**src/rtl/uart_pkg.sv**
```systemverilog
// Shared UART definitions: baud timing constants and the TX arbiter state encoding.
package uart_pkg;

  localparam int CLK_FREQ_HZ = 1_000_000;
  localparam int BAUD_RATE   = 9600;
  // One bit time in clocks; doubles as the default inter-frame idle gap.
  localparam int BIT_CYCLES  = CLK_FREQ_HZ / BAUD_RATE;

  typedef enum logic [1:0] {
    ST_IDLE      = 2'd0,
    ST_ISSUE     = 2'd1,
    ST_WAIT_DONE = 2'd2,
    ST_GAP       = 2'd3
  } arbState_t;

  function automatic int maxInt(input int a, input int b);
    return (a > b) ? a : b;
  endfunction

endpackage

```
**src/rtl/rr_pick.sv**
```systemverilog
// Combinational round-robin picker: first set request searching upward from the
// index after i_last, wrapping around. Shared by the TX arbiter and future RX dispatch.
module rr_pick #(
  parameter int NUM_REQ = 4,
  parameter int IDX_W   = 2
) (
  input  logic [NUM_REQ-1:0] i_req,
  input  logic [IDX_W-1:0]   i_last,
  output logic               o_valid,
  output logic [IDX_W-1:0]   o_idx
);

  // Scan from farthest to nearest so the nearest candidate overwrites the rest.
  always_comb begin
    int cand;
    cand    = 0;
    o_valid = 1'b0;
    o_idx   = '0;
    for (int k = NUM_REQ; k >= 1; k--) begin
      cand = (int'(i_last) + k) % NUM_REQ;
      if (i_req[IDX_W'(cand)]) begin
        o_valid = 1'b1;
        o_idx   = IDX_W'(cand);
      end
    end
  end

endmodule

```
**src/rtl/uart_tx_arbiter.sv**
```systemverilog
// Round-robin scheduler sharing one UART transmitter among NUM_REQ byte producers,
// with a completion watchdog and an enforced idle gap between frames.
module uart_tx_arbiter
  import uart_pkg::*;
#(
  parameter  int NUM_REQ        = 4,
  parameter  int GAP_CYCLES     = BIT_CYCLES,
  parameter  int TIMEOUT_CYCLES = 1200,
  localparam int IDX_W          = $clog2(NUM_REQ)
) (
  input  logic                 i_clk,
  input  logic                 i_rst,
  input  logic [NUM_REQ-1:0]   i_req_valid,
  input  logic [8*NUM_REQ-1:0] i_req_data,
  output logic [NUM_REQ-1:0]   o_req_ready,
  output logic                 o_uart_start,
  output logic [7:0]           o_uart_tx_in,
  input  logic                 i_uart_tx_done,
  output logic                 o_busy,
  output logic [IDX_W-1:0]     o_grant_id,
  output logic                 o_timeout_err
);

  localparam int CNT_MAX = maxInt(GAP_CYCLES, TIMEOUT_CYCLES);
  localparam int CNT_W   = $clog2(CNT_MAX + 1);
  localparam logic [CNT_W-1:0] GAP_LAST     = CNT_W'(GAP_CYCLES);
  localparam logic [CNT_W-1:0] TIMEOUT_LAST = CNT_W'(TIMEOUT_CYCLES);
  localparam logic [CNT_W-1:0] CNT_SAT      = CNT_W'(CNT_MAX);
  localparam logic [CNT_W-1:0] CNT_ONE      = CNT_W'(1);
  localparam logic [IDX_W-1:0] LAST_IDX_RST = IDX_W'(NUM_REQ - 1);

  arbState_t            r_state;
  arbState_t            w_nextState;
  logic [CNT_W-1:0]     r_timer;
  logic [CNT_W-1:0]     w_nextTimer;
  logic                 w_grant;
  logic                 w_abort;
  logic                 w_pickValid;
  logic [IDX_W-1:0]     w_pickIdx;
  logic [7:0]           w_pickData;
  logic [NUM_REQ-1:0]   w_pickOneHot;

  logic [NUM_REQ-1:0]   r_reqReady;
  logic                 r_start;
  logic [7:0]           r_txIn;
  logic                 r_busy;
  logic [IDX_W-1:0]     r_grantId;
  logic                 r_timeoutErr;

  rr_pick #(
    .NUM_REQ (NUM_REQ),
    .IDX_W   (IDX_W)
  ) u_rrPick (
    .i_req   (i_req_valid),
    .i_last  (r_grantId),
    .o_valid (w_pickValid),
    .o_idx   (w_pickIdx)
  );

  always_comb begin
    w_pickData   = '0;
    w_pickOneHot = '0;
    for (int i = 0; i < NUM_REQ; i++) begin
      if (w_pickIdx == IDX_W'(i)) begin
        w_pickData      = i_req_data[i*8 +: 8];
        w_pickOneHot[i] = 1'b1;
      end
    end
  end

  // One timer serves both the watchdog and the gap; it restarts at 1 on each
  // entry so WAIT_DONE and GAP each last exactly their configured count.
  always_comb begin
    w_nextState = r_state;
    w_nextTimer = r_timer;
    w_grant     = 1'b0;
    w_abort     = 1'b0;
    case (r_state)
      ST_IDLE: begin
        w_nextTimer = '0;
        if (w_pickValid) begin
          w_grant     = 1'b1;
          w_nextState = ST_ISSUE;
        end
      end
      ST_ISSUE: begin
        w_nextState = ST_WAIT_DONE;
        w_nextTimer = CNT_ONE;
      end
      ST_WAIT_DONE: begin
        if (i_uart_tx_done) begin
          w_nextState = ST_GAP;
          w_nextTimer = CNT_ONE;
        end else if (r_timer >= TIMEOUT_LAST) begin
          w_abort     = 1'b1;
          w_nextState = ST_GAP;
          w_nextTimer = CNT_ONE;
        end else if (r_timer < CNT_SAT) begin
          w_nextTimer = r_timer + CNT_ONE;
        end
      end
      ST_GAP: begin
        if (r_timer >= GAP_LAST) begin
          w_nextState = ST_IDLE;
          w_nextTimer = '0;
        end else if (r_timer < CNT_SAT) begin
          w_nextTimer = r_timer + CNT_ONE;
        end
      end
      default: begin
        w_nextState = ST_IDLE;
        w_nextTimer = '0;
      end
    endcase
  end

  always_ff @(posedge i_clk or posedge i_rst) begin
    if (i_rst) begin
      r_state <= ST_IDLE;
      r_timer <= '0;
    end else begin
      r_state <= w_nextState;
      r_timer <= w_nextTimer;
    end
  end

  // All outputs are registered so no input reaches an output combinationally.
  always_ff @(posedge i_clk or posedge i_rst) begin
    if (i_rst) begin
      r_reqReady   <= '0;
      r_start      <= 1'b0;
      r_txIn       <= 8'h00;
      r_busy       <= 1'b0;
      r_grantId    <= LAST_IDX_RST;
      r_timeoutErr <= 1'b0;
    end else begin
      r_reqReady   <= w_grant ? w_pickOneHot : '0;
      r_start      <= w_grant;
      r_busy       <= (w_nextState != ST_IDLE);
      r_timeoutErr <= w_abort;
      if (w_grant) begin
        r_grantId <= w_pickIdx;
        r_txIn    <= w_pickData;
      end
    end
  end

  assign o_req_ready   = r_reqReady;
  assign o_uart_start  = r_start;
  assign o_uart_tx_in  = r_txIn;
  assign o_busy        = r_busy;
  assign o_grant_id    = r_grantId;
  assign o_timeout_err = r_timeoutErr;

endmodule

```
**config.mk**
```make
export PLATFORM = sky130hd
export DESIGN_NAME = uart_tx_arbiter
export DESIGN_NICKNAME = d
export VERILOG_FILES = /design/src/rtl/uart_pkg.sv /design/src/rtl/rr_pick.sv /design/src/rtl/uart_tx_arbiter.sv
export SDC_FILE = /design/constraint.sdc
export NUM_CORES = 1
export LEC_CHECK = 0
export CORE_ASPECT_RATIO = 0.75
export CORE_MARGIN = 4
export CORE_UTILIZATION = 46
export CTS_BUF_LIST = sky130_fd_sc_hd__clkbuf_4
export CTS_CLUSTER_SIZE = 20
export DETAILED_ROUTE_END_ITERATION = 6
export PLACE_DENSITY = 0.81
export SLEW_MARGIN = 20
export SYNTH_ARGS = -nofsm -noshare
export SYNTH_HDL_FRONTEND = slang
export SYNTH_SLANG_ARGS = --single-unit
```
**constraint.sdc**
```tcl
create_clock -name i_clk -period 2.02 [get_ports i_clk]
set_input_delay 0.202 -clock i_clk [delete_from_list [all_inputs] [get_ports i_clk]]
set_output_delay 0.202 -clock i_clk [all_outputs]
set_load 0.02 [all_outputs]
```
==> metrics.log, run 1 <==
INFO  metric netlist-cell-type-count = 41
INFO  metric maxClockFrequency = 570 MHz
INFO  metric timing.critical_path.max_delay_family = buffers and inverters
INFO  metric crit_path_max_fanout = 6
INFO  metric area.growth.synth_to_final = 43.2%
INFO  metric grt_max_degree = 31
INFO  metric gr-usage-met3 = 5.02%
INFO  metric wl = 3700 um
INFO  metric fin_crit = 1.76 ns
INFO  metric postCtsSetupBuffers = 0
INFO  metric power.leakage = 1.01 nW
INFO  metric sort_of_element_at_the_end_of_the_critical_path = output pin
INFO  metric io_pins = 56
INFO  metric critical_path.startpoint = o_grant_id[1]
INFO  metric portBuffers = 55
INFO  metric slew_headroom = 69.0%
INFO  metric synth_simple_gate_area_share = 17.7%
INFO  metric number_of_sinks_handled_by_clock_tree_synthesis = 30
INFO  metric regToRegStartpoint = o_grant_id[0]
INFO  metric gr-usage-met2 = 30.5%
INFO  metric power_switching_share = 34.9%
INFO  metric insertedDiodeCount = 0
INFO  metric dp.cells = 253
INFO  metric aggregate_global_routing_overflow = 0
INFO  metric grt_pass1_wl = 6490 um
INFO  metric crit_slowest_cell = sky130_fd_sc_hd__clkdlybuf4s50_1
INFO  metric cts_root_buf = sky130_fd_sc_hd__clkbuf_4
INFO  metric hpwl = 2890 um
INFO  metric first_pass_iters = 4
INFO  metric multi_input_combinational_cell_area = 778 um2
INFO  metric synth_xor_xnor_area_share = 4.40%
INFO  metric vias_per_cell = 5.30
INFO  metric final.fill_count = 243
INFO  metric clock_path_buffers = 2
INFO  metric synth.yosys.warnings = 0
INFO  metric tritoncts = yes
INFO  metric synth_compound_area_share = 15.1%
INFO  metric ir_drop = 596 uV
INFO  metric place_congestion = 0.821
INFO  metric start_kind = flip-flop
INFO  metric postSynthAreaPerCell = 9.96 um2
INFO  metric number_of_flops_mapped_to_enable_cells_by_yosys = 0
INFO  metric placeableCoreArea = 3310 um2
INFO  metric grt.busiest_layer = met2
INFO  metric p_int = 1.31 mW
INFO  metric status = finished clean
INFO  metric mappedNetlistArea = 1590 um2
INFO  metric report.final.hold_viol_count = 0
INFO  metric synth_mux_area_share = 10.0%
INFO  metric final_layout_size_suffix_gt1_share = 10.4%
INFO  metric global_route.usage.total = 17.9%
INFO  metric path_buf_inv = 1
INFO  metric pwr-share-seq = 42.2%
INFO  metric wl_per_cell = 14.2 um
INFO  metric worst-slew-pin-transition = 0.464 ns
INFO  metric die_area = 4480 um2
INFO  metric nNetsFinal = 261
INFO  metric globalRouteMet1Util = 21.4%
INFO  metric worst_ep_arrival_time = 1.55 ns
INFO  metric ys.flop_type = sky130_fd_sc_hd__dfrtp_1
INFO  metric synth_seq_cells = 30
INFO  metric holdCritPathClass = input port to asynchronous set/reset pin
INFO  metric fp.dieW = 76.0 um
INFO  metric synth_async_sr_flop_share = 100%
INFO  metric ctsHoldBuffers = 0
INFO  metric switching_power = 0.702 mW
INFO  metric post_synth_fa_ha_maj_area_fraction = 1.57%
INFO  metric area.sequential = 753 um2
INFO  metric crit_path_max_incr_delay = 0.62 ns
INFO  metric initial_utilization = 48.1%
INFO  metric drcViolationCount = 0
INFO  metric synth_top_family_by_area = simple AND/OR/NAND/NOR gates
INFO  metric ant_nets = 0
INFO  metric dr.first_iter.drc_count = 79
INFO  metric cts-htree-levels = 2
INFO  metric setup_viol_count_final = 0
INFO  metric synth_nets = 201
INFO  metric final_cell_count_no_fill = 261
INFO  metric timing.critical_path.cells = clkdlybuf4s50_1
INFO  metric worstSetupPathDepth = 1
INFO  metric final.period_utilization = 86.9%
INFO  metric number_of_pins_with_negative_max_slew_slack_in_the_final_report = 0
INFO  metric worst_skew_pair_latency = 0.33 ns
INFO  metric power_density = 881 nW/um2
INFO  metric worst_clock_skew = 0.0112 ns
INFO  metric worst-endpoint-required = 1.82 ns
INFO  metric die_height = 59.0 um
INFO  metric cts_resized = 0
INFO  metric rows = 18
INFO  metric finalSetupTns = 0 ns
INFO  metric number_of_antenna_violations_at_the_first_check_in_global_routing = 0
INFO  metric synthCells = 160
INFO  metric rsz_0062_raised_after_global_routing = false
INFO  metric comb_power_share = 34.2%
INFO  metric detailroute.via_count = 1,384
INFO  metric number_of_buffers_created_by_cts = 5
INFO  metric worst_r2r_path_depth = 6
INFO  metric maxCapViolCount = 0
INFO  metric cts.reportedPaths.clkPinSlew = 0.10 ns
INFO  metric synth.yosys.seq_area_share = 47.3%
INFO  metric first_global_vias = 1,532
INFO  metric path_class = flip-flop to output pin
INFO  metric clock_power_share = 23.6%
## area by class of cell
cell class                      instances  share of cell area [%]
Timing Repair Buffer                   58                    25.7
Clock inverter                          3                    1.75
Inverter                               10                    1.64
Multi-Input combinational cell        115                    34.1
Sequential cell                        30                    33.0
Tap cell                               40                    2.19
Clock buffer                            5                    1.64
## metal layers
metal | wire length, um | share of wire [%] | vias to the layer above
li1 | - | - | 677
met1 | 1650 | 45 | 664
met2 | 1820 | 49 | 34
met3 | 161 | 4.4 | 9
met4 | 61 | 1.6 | 0
met5 | 0 | 0 | -
## placed cells by master, fill, tap and decap left out, drive strengths merged, types with 3 or more instances in the layout
cell | netlist | layout
nand3 | 3 | 3
mux2i | 16 | 16
a21oi | 5 | 5
o21ai | 6 | 6
nor2b | 3 | 3
o221ai | 8 | 8
xnor2 | 7 | 7
clkdlybuf4s50 | 0 | 55
nor2 | 21 | 21
inv | 10 | 10
buf | 3 | 3
dfrtp | 28 | 28
clkbuf | 2 | 5
nand2 | 21 | 21
## path summary, 6_finish.rpt
path | slack (ns) | endpoint
worst max-delay path | 0.26 | o_grant_id[1]
max in group asynchronous | 1.48 | o_grant_id[1]
worst max register to register | 0.35 | o_uart_tx_in[0]
worst min register to register | 0.49 | o_grant_id[0]
worst min-delay path | 0.23 | o_uart_tx_in[5]
min in group i_clk | 0.49 | o_grant_id[0]
## synth_stat cells (3+ instances only)
master,instances,area [um2]
sky130_fd_sc_hd__o221ai_1,8,70.1
sky130_fd_sc_hd__o21ai_0,3,15.0
sky130_fd_sc_hd__nand2_1,21,78.8
sky130_fd_sc_hd__inv_1,10,37.5
sky130_fd_sc_hd__mux2i_1,16,160
sky130_fd_sc_hd__nor2_1,20,75.1
sky130_fd_sc_hd__nor2b_1,3,18.8
sky130_fd_sc_hd__a21oi_1,5,25.0
sky130_fd_sc_hd__xnor2_1,7,61.3
sky130_fd_sc_hd__dfrtp_1,28,701
## per-stage QoR
stage | util [%] | power (mW) | hold WS (ns) | setup slack [ns] | area [um2]
4_1_cts | 68.9 | 2.03 | 0.243 | 0.249 | 2280
6_report | 68.9 | 2.01 | 0.231 | 0.264 | 2280
3_5_place_dp | 66.6 | 1.55 | 0.475 | 0.135 | 2200
2_1_floorplan | - | 1.28 | 0.273 | 0.379 | 1590
3_3_place_gp | 66.6 | 1.51 | 0.463 | 0.187 | 2200
5_1_grt | 68.9 | 2.14 | 0.283 | 0.163 | 2280
## sequential cells by signal (all words and copies together), names as in the netlist
signal / cells
o_timeout_err: 1
o_busy: 1
o_uart_tx_in: 8
o_req_ready: 4
o_uart_start: 1
r_timer: 11
o_grant_id: 2
r_state: 2
## power by group through the flow
stage	registers (mW)	clock network (mW)	logic, mW
after floorplan	0.872	0	0.412
after global routing	0.871	0.501	0.772
final	0.849	0.474	0.687
after detailed placement	0.859	0	0.692
after CTS	0.849	0.480	0.696
after global placement	0.851	0	0.664
## cells by family after synthesis
family,after synthesis
simple gates,58
fa+ha+maj,2
flops,30
compound gates,31
xor+xnor,8
mux,16
buf+inv,15
Note: power is estimated with default switching activity, not from simulation.
==> run 2: changes to the inputs <==
Settings changed: CORE_UTILIZATION 46 to 47, PLACE_DENSITY 0.81 to 0.82, SYNTH_HIERARCHICAL from default to 1.
==> metrics.log, run 2 <==
INFO  metric ir_drop = 373 uV (-37%)
INFO  metric final_common_cell = sky130_fd_sc_hd__clkdlybuf4s50_1
INFO  metric synth_xor_xnor_area_share = 1.59% (-2.8 points)
INFO  metric power.leakage = 1.01 nW (-0.56%)
INFO  metric post_synthesis_cell_type_with_the_largest_combined_area = sky130_fd_sc_hd__dfrtp_1
INFO  metric slew_headroom = 67.6% (-1.5 points)
INFO  metric io_pins = 56 (unchanged)
INFO  metric number_of_antenna_violations_at_the_first_check_in_global_routing = 0 (unchanged)
INFO  metric worst_r2r_path_depth = 7 (+1)
INFO  metric start_kind = flip-flop
INFO  metric fp.dieW = 76.5 um (+0.69%)
INFO  metric dp.cells = 260 (+2.8%)
INFO  metric cts.reportedPaths.clkPinSlew = 0.11 ns (about the same)
INFO  metric synth.area.top_cells = sky130_fd_sc_hd__dfrtp_1 (42%), sky130_fd_sc_hd__mux4_2 (11%), sky130_fd_sc_hd__nand2_1 (8.6%)
INFO  metric mappedNetlistArea = 1650 um2 (+3.8%)
INFO  metric synth_top_cell_area_share = 42.4% (-1.6 points)
INFO  metric netlist-cell-type-count = 40 (-2.4%)
INFO  metric number_of_flops_mapped_to_enable_cells_by_yosys = 0 (unchanged)
INFO  metric tritoncts = yes
INFO  metric worst-endpoint-required = 2.25 ns (+0.43 ns)
INFO  metric insertedDiodeCount = 0 (unchanged)
INFO  metric area.growth.synth_to_final = 42.1%
INFO  metric final_util = 70.5% (+1.6 points)
INFO  metric rows = 18 (unchanged)
INFO  metric clock_power_share = 17.2% (-6.4 points)
INFO  metric synth.yosys.seq_area_share = 45.5% (-1.7 points)
INFO  metric finalHoldWorstSlack = 0.220 ns (-0.0101 ns)
INFO  metric aggregate_global_routing_overflow = 0 (unchanged)
INFO  metric grt_max_degree = 31 (unchanged)
INFO  metric detailroute.via_count = 1,499 (+8.3%)
INFO  metric max_flop_register = r_timer
INFO  metric cts-htree-levels = 2 (unchanged)
INFO  metric placeableCoreArea = 3330 um2 (+0.68%)
INFO  metric switching_power = 0.805 mW (+15%)
INFO  metric postSynthAreaPerCell = 9.96 um2 (about the same)
INFO  metric worst_skew_pair_latency = 0.34 ns (about the same)
INFO  metric pwr-share-seq = 42.6% (+0.4 points)
INFO  metric wl = 4520 um (+22%)
INFO  metric portBuffers = 55 (unchanged)
INFO  metric flip_flop_count_of_the_largest_register_after_layout = 11 (unchanged)
INFO  metric rsz_0062_raised_after_global_routing = true
INFO  metric clock_path_buffers = 2 (unchanged)
INFO  metric cts_root_buf = sky130_fd_sc_hd__clkbuf_4
INFO  metric first_pass_iters = 4 (unchanged)
INFO  metric grt_pass1_wl = 7310 um (+13%)
INFO  metric ant_nets = 0 (unchanged)
INFO  metric synth_nets = 207 (+3.0%)
INFO  metric hpwl = 3440 um (+19%)
INFO  metric crit-reg2reg-capture = o_uart_tx_in[0]
INFO  metric power_switching_share = 38.9% (+4.0 points)
INFO  metric sort_of_element_at_the_end_of_the_critical_path = flip-flop
INFO  metric mostFrequentLayoutCells = sky130_fd_sc_hd__clkdlybuf4s50_1 (55), sky130_fd_sc_hd__nand2_1 (38), sky130_fd_sc_hd__dfrtp_1 (28), sky130_fd_sc_hd__o21ai_0 (9)
INFO  metric worst_ep_arrival_time = 2.23 ns (+0.68 ns)
INFO  metric finalSetupTns = 0 ns (unchanged)
INFO  metric synth.most_common_cell = sky130_fd_sc_hd__nand2_1
INFO  metric crit_path_max_fanout = 12 (+6)
INFO  metric global_route.usage.total = 21.3% (+3.4 points)
INFO  metric number_of_buffers_created_by_cts = 5 (unchanged)
INFO  metric worst-slew-pin-transition = 0.484 ns (+0.0198 ns)
INFO  metric synth_seq_cells = 30 (unchanged)
INFO  metric maxCapViolCount = 0 (unchanged)
INFO  metric initial_utilization = 49.6% (+1.5 points)
INFO  metric regToRegStartpoint = o_grant_id[1]
INFO  metric synth_compound_area_share = 13.9% (-1.2 points)
INFO  metric r2r_setup_slack = 0.03 ns (-0.32 ns)
INFO  metric maxClockFrequency = 501 MHz (-12%)
INFO  metric final_layout_size_suffix_gt1_share = 16.5% (+6.1 points)
INFO  metric synth_mux_area_share = 12.1% (+2.1 points)
INFO  metric holdCritPathClass = input port to asynchronous set/reset pin
INFO  metric die_height = 59.4 um (+0.67%)
INFO  metric setup_viol_count_final = 0 (unchanged)
INFO  metric status = finished clean
INFO  metric final_cell_count_no_fill = 270 (+3.4%)
INFO  metric die_area = 4540 um2 (+1.4%)
INFO  metric p_int = 1.26 mW (-3.5%)
INFO  metric fin_crit = 1.99 ns (+0.239 ns)
INFO  metric synth.yosys.warnings = 6 (+6)
INFO  metric synth_top_family_by_area = simple AND/OR/NAND/NOR gates
INFO  metric wl_per_cell = 16.7 um (+18%)
INFO  metric yosys-top-cells-count = sky130_fd_sc_hd__nand2_1 (38), sky130_fd_sc_hd__dfrtp_1 (28), sky130_fd_sc_hd__o21ai_0 (9), sky130_fd_sc_hd__mux4_2 (8), sky130_fd_sc_hd__nor2_1 (8)
INFO  metric report.final.hold_viol_count = 0 (unchanged)
INFO  metric post_synth_fa_ha_maj_area_fraction = 1.51% (-0.057 points)
INFO  metric worst_clock_skew = 0.00744 ns (-0.00377 ns)
INFO  metric synth_async_sr_flop_share = 100% (unchanged)
INFO  metric nNetsFinal = 270 (+3.4%)
INFO  metric vias_per_cell = 5.55 (+4.7%)
INFO  metric synth_simple_gate_area_share = 21.8% (+4.0 points)
INFO  metric place_congestion = 0.930 (+13%)
INFO  metric ys.flop_type = sky130_fd_sc_hd__dfrtp_1
INFO  metric number_of_sinks_handled_by_clock_tree_synthesis = 30 (unchanged)
INFO  metric ctsHoldBuffers = 0 (unchanged)
INFO  metric comb_power_share = 40.2% (+6.0 points)
INFO  metric path_class = flip-flop to flip-flop
INFO  metric first_global_vias = 1,591 (+3.9%)
INFO  metric number_of_pins_with_negative_max_slew_slack_in_the_final_report = 0 (unchanged)
INFO  metric final.period_utilization = 98.7% (+12 points)
INFO  metric power_density = 880 nW/um2 (about the same)
INFO  metric dr.first_iter.drc_count = 72 (-8.9%)
INFO  metric drcViolationCount = 0 (unchanged)
INFO  metric synthCells = 166 (+3.8%)
INFO  metric final.fill_count = 247 (+1.6%)
[run 2: changes by cell type after synthesis, moves of 3 or more]
cell	change
sky130_fd_sc_hd__nor2_1	-12
sky130_fd_sc_hd__a21oi_2	+7
sky130_fd_sc_hd__mux2i_1	-14
sky130_fd_sc_hd__xnor2_1	-5
sky130_fd_sc_hd__nand2_1	+17
sky130_fd_sc_hd__o221ai_1	-8
sky130_fd_sc_hd__o21ai_0	+6
sky130_fd_sc_hd__mux4_2	+8
sky130_fd_sc_hd__inv_1	-3
sky130_fd_sc_hd__or3_1	+6
[run 2: cell families (layout without fill, tap and decap cells)]
| family | after synthesis | after routing |
|---|---|---|
| XOR/XNOR | 3 | 3 |
| AO/OA/AOI/OAI | 32 | 32 |
| multiplexers | 10 | 10 |
| flip-flops | 30 | 30 |
| AND/OR/NAND/NOR | 76 | 76 |
| adder cells (fa/ha/maj) | 2 | 2 |
| buffers and inverters | 13 | 77 |
[run 2: worst max path at each step]
stage,startpoint,endpoint,slack (ns),cells after the start
after floorplan,o_grant_id[1],o_uart_tx_in[0],0.006,7
after global placement,i_req_valid[3],o_uart_tx_in[0],-0.02,8
after detailed placement,i_req_valid[3],o_uart_tx_in[0],-0.09,8
after CTS,o_grant_id[1],o_uart_tx_in[0],0.02,7
after global routing,o_grant_id[1],o_uart_tx_in[0],-0.04,7
final,o_grant_id[1],o_uart_tx_in[0],0.03,7
[run 2: power groups by stage]
stage          clock network, mW  logic [mW]  registers [mW]
6_report                   0.356       0.830           0.881
5_1_grt                    0.398       0.917           0.904
4_1_cts                    0.363       0.824           0.880
3_5_place_dp                   0       0.821           0.892
3_3_place_gp                   0       0.787           0.876
2_1_floorplan                  0       0.572           0.882
[run 2: final cells by class]
class,instances,area (um2),area share (%)
Clock inverter,3,16.3,0.692
Multi-Input combinational cell,123,851,36.2
Tap cell,40,50.0,2.13
Timing Repair Buffer,62,616,26.2
Inverter,7,26.3,1.12
Sequential cell,30,753,32.1
Clock buffer,5,37.5,1.60
[run 2: what timing repair did]
| item | in CTS | in global routing |
|---|---|---|
| setup endpoints to repair | 0 | 13 |
| gates resized for setup | 0 | 2 |
| hold endpoints to repair | 0 | 0 |
| buffers inserted | 0 | 2 |
[run 2: critical path: stages (launching register included)]
cell	delay, ns
sky130_fd_sc_hd__dfstp_2	0.62
sky130_fd_sc_hd__nand2b_4	0.15
sky130_fd_sc_hd__a21oi_2	0.06
sky130_fd_sc_hd__o221ai_2	0.22
sky130_fd_sc_hd__buf_12	0.18
sky130_fd_sc_hd__mux4_2	0.52
sky130_fd_sc_hd__nand2_1	0.08
sky130_fd_sc_hd__nand2_1	0.05
[run 2: through the flow]
| step | total power, mW | area, um2 | setup WS (ns) |
|---|---|---|---|
| finish | 2.07 | 2350 | 0.0254 |
| global route | 2.22 | 2350 | -0.0421 |
| global placement | 1.66 | 2270 | -0.0216 |
| floorplan | 1.45 | 1660 | 0.00602 |
| CTS | 2.07 | 2330 | 0.0196 |
| detailed placement | 1.71 | 2270 | -0.0896 |
[run 2: metal layers]
layer | track usage (%) | vias up | routed length [um]
li1 | - | 708 | -
met1 | 23.3 | 712 | 1800
met2 | 35.3 | 64 | 2150
met3 | 10.6 | 15 | 434
met4 | 10.3 | 0 | 138
met5 | 0 | - | 0
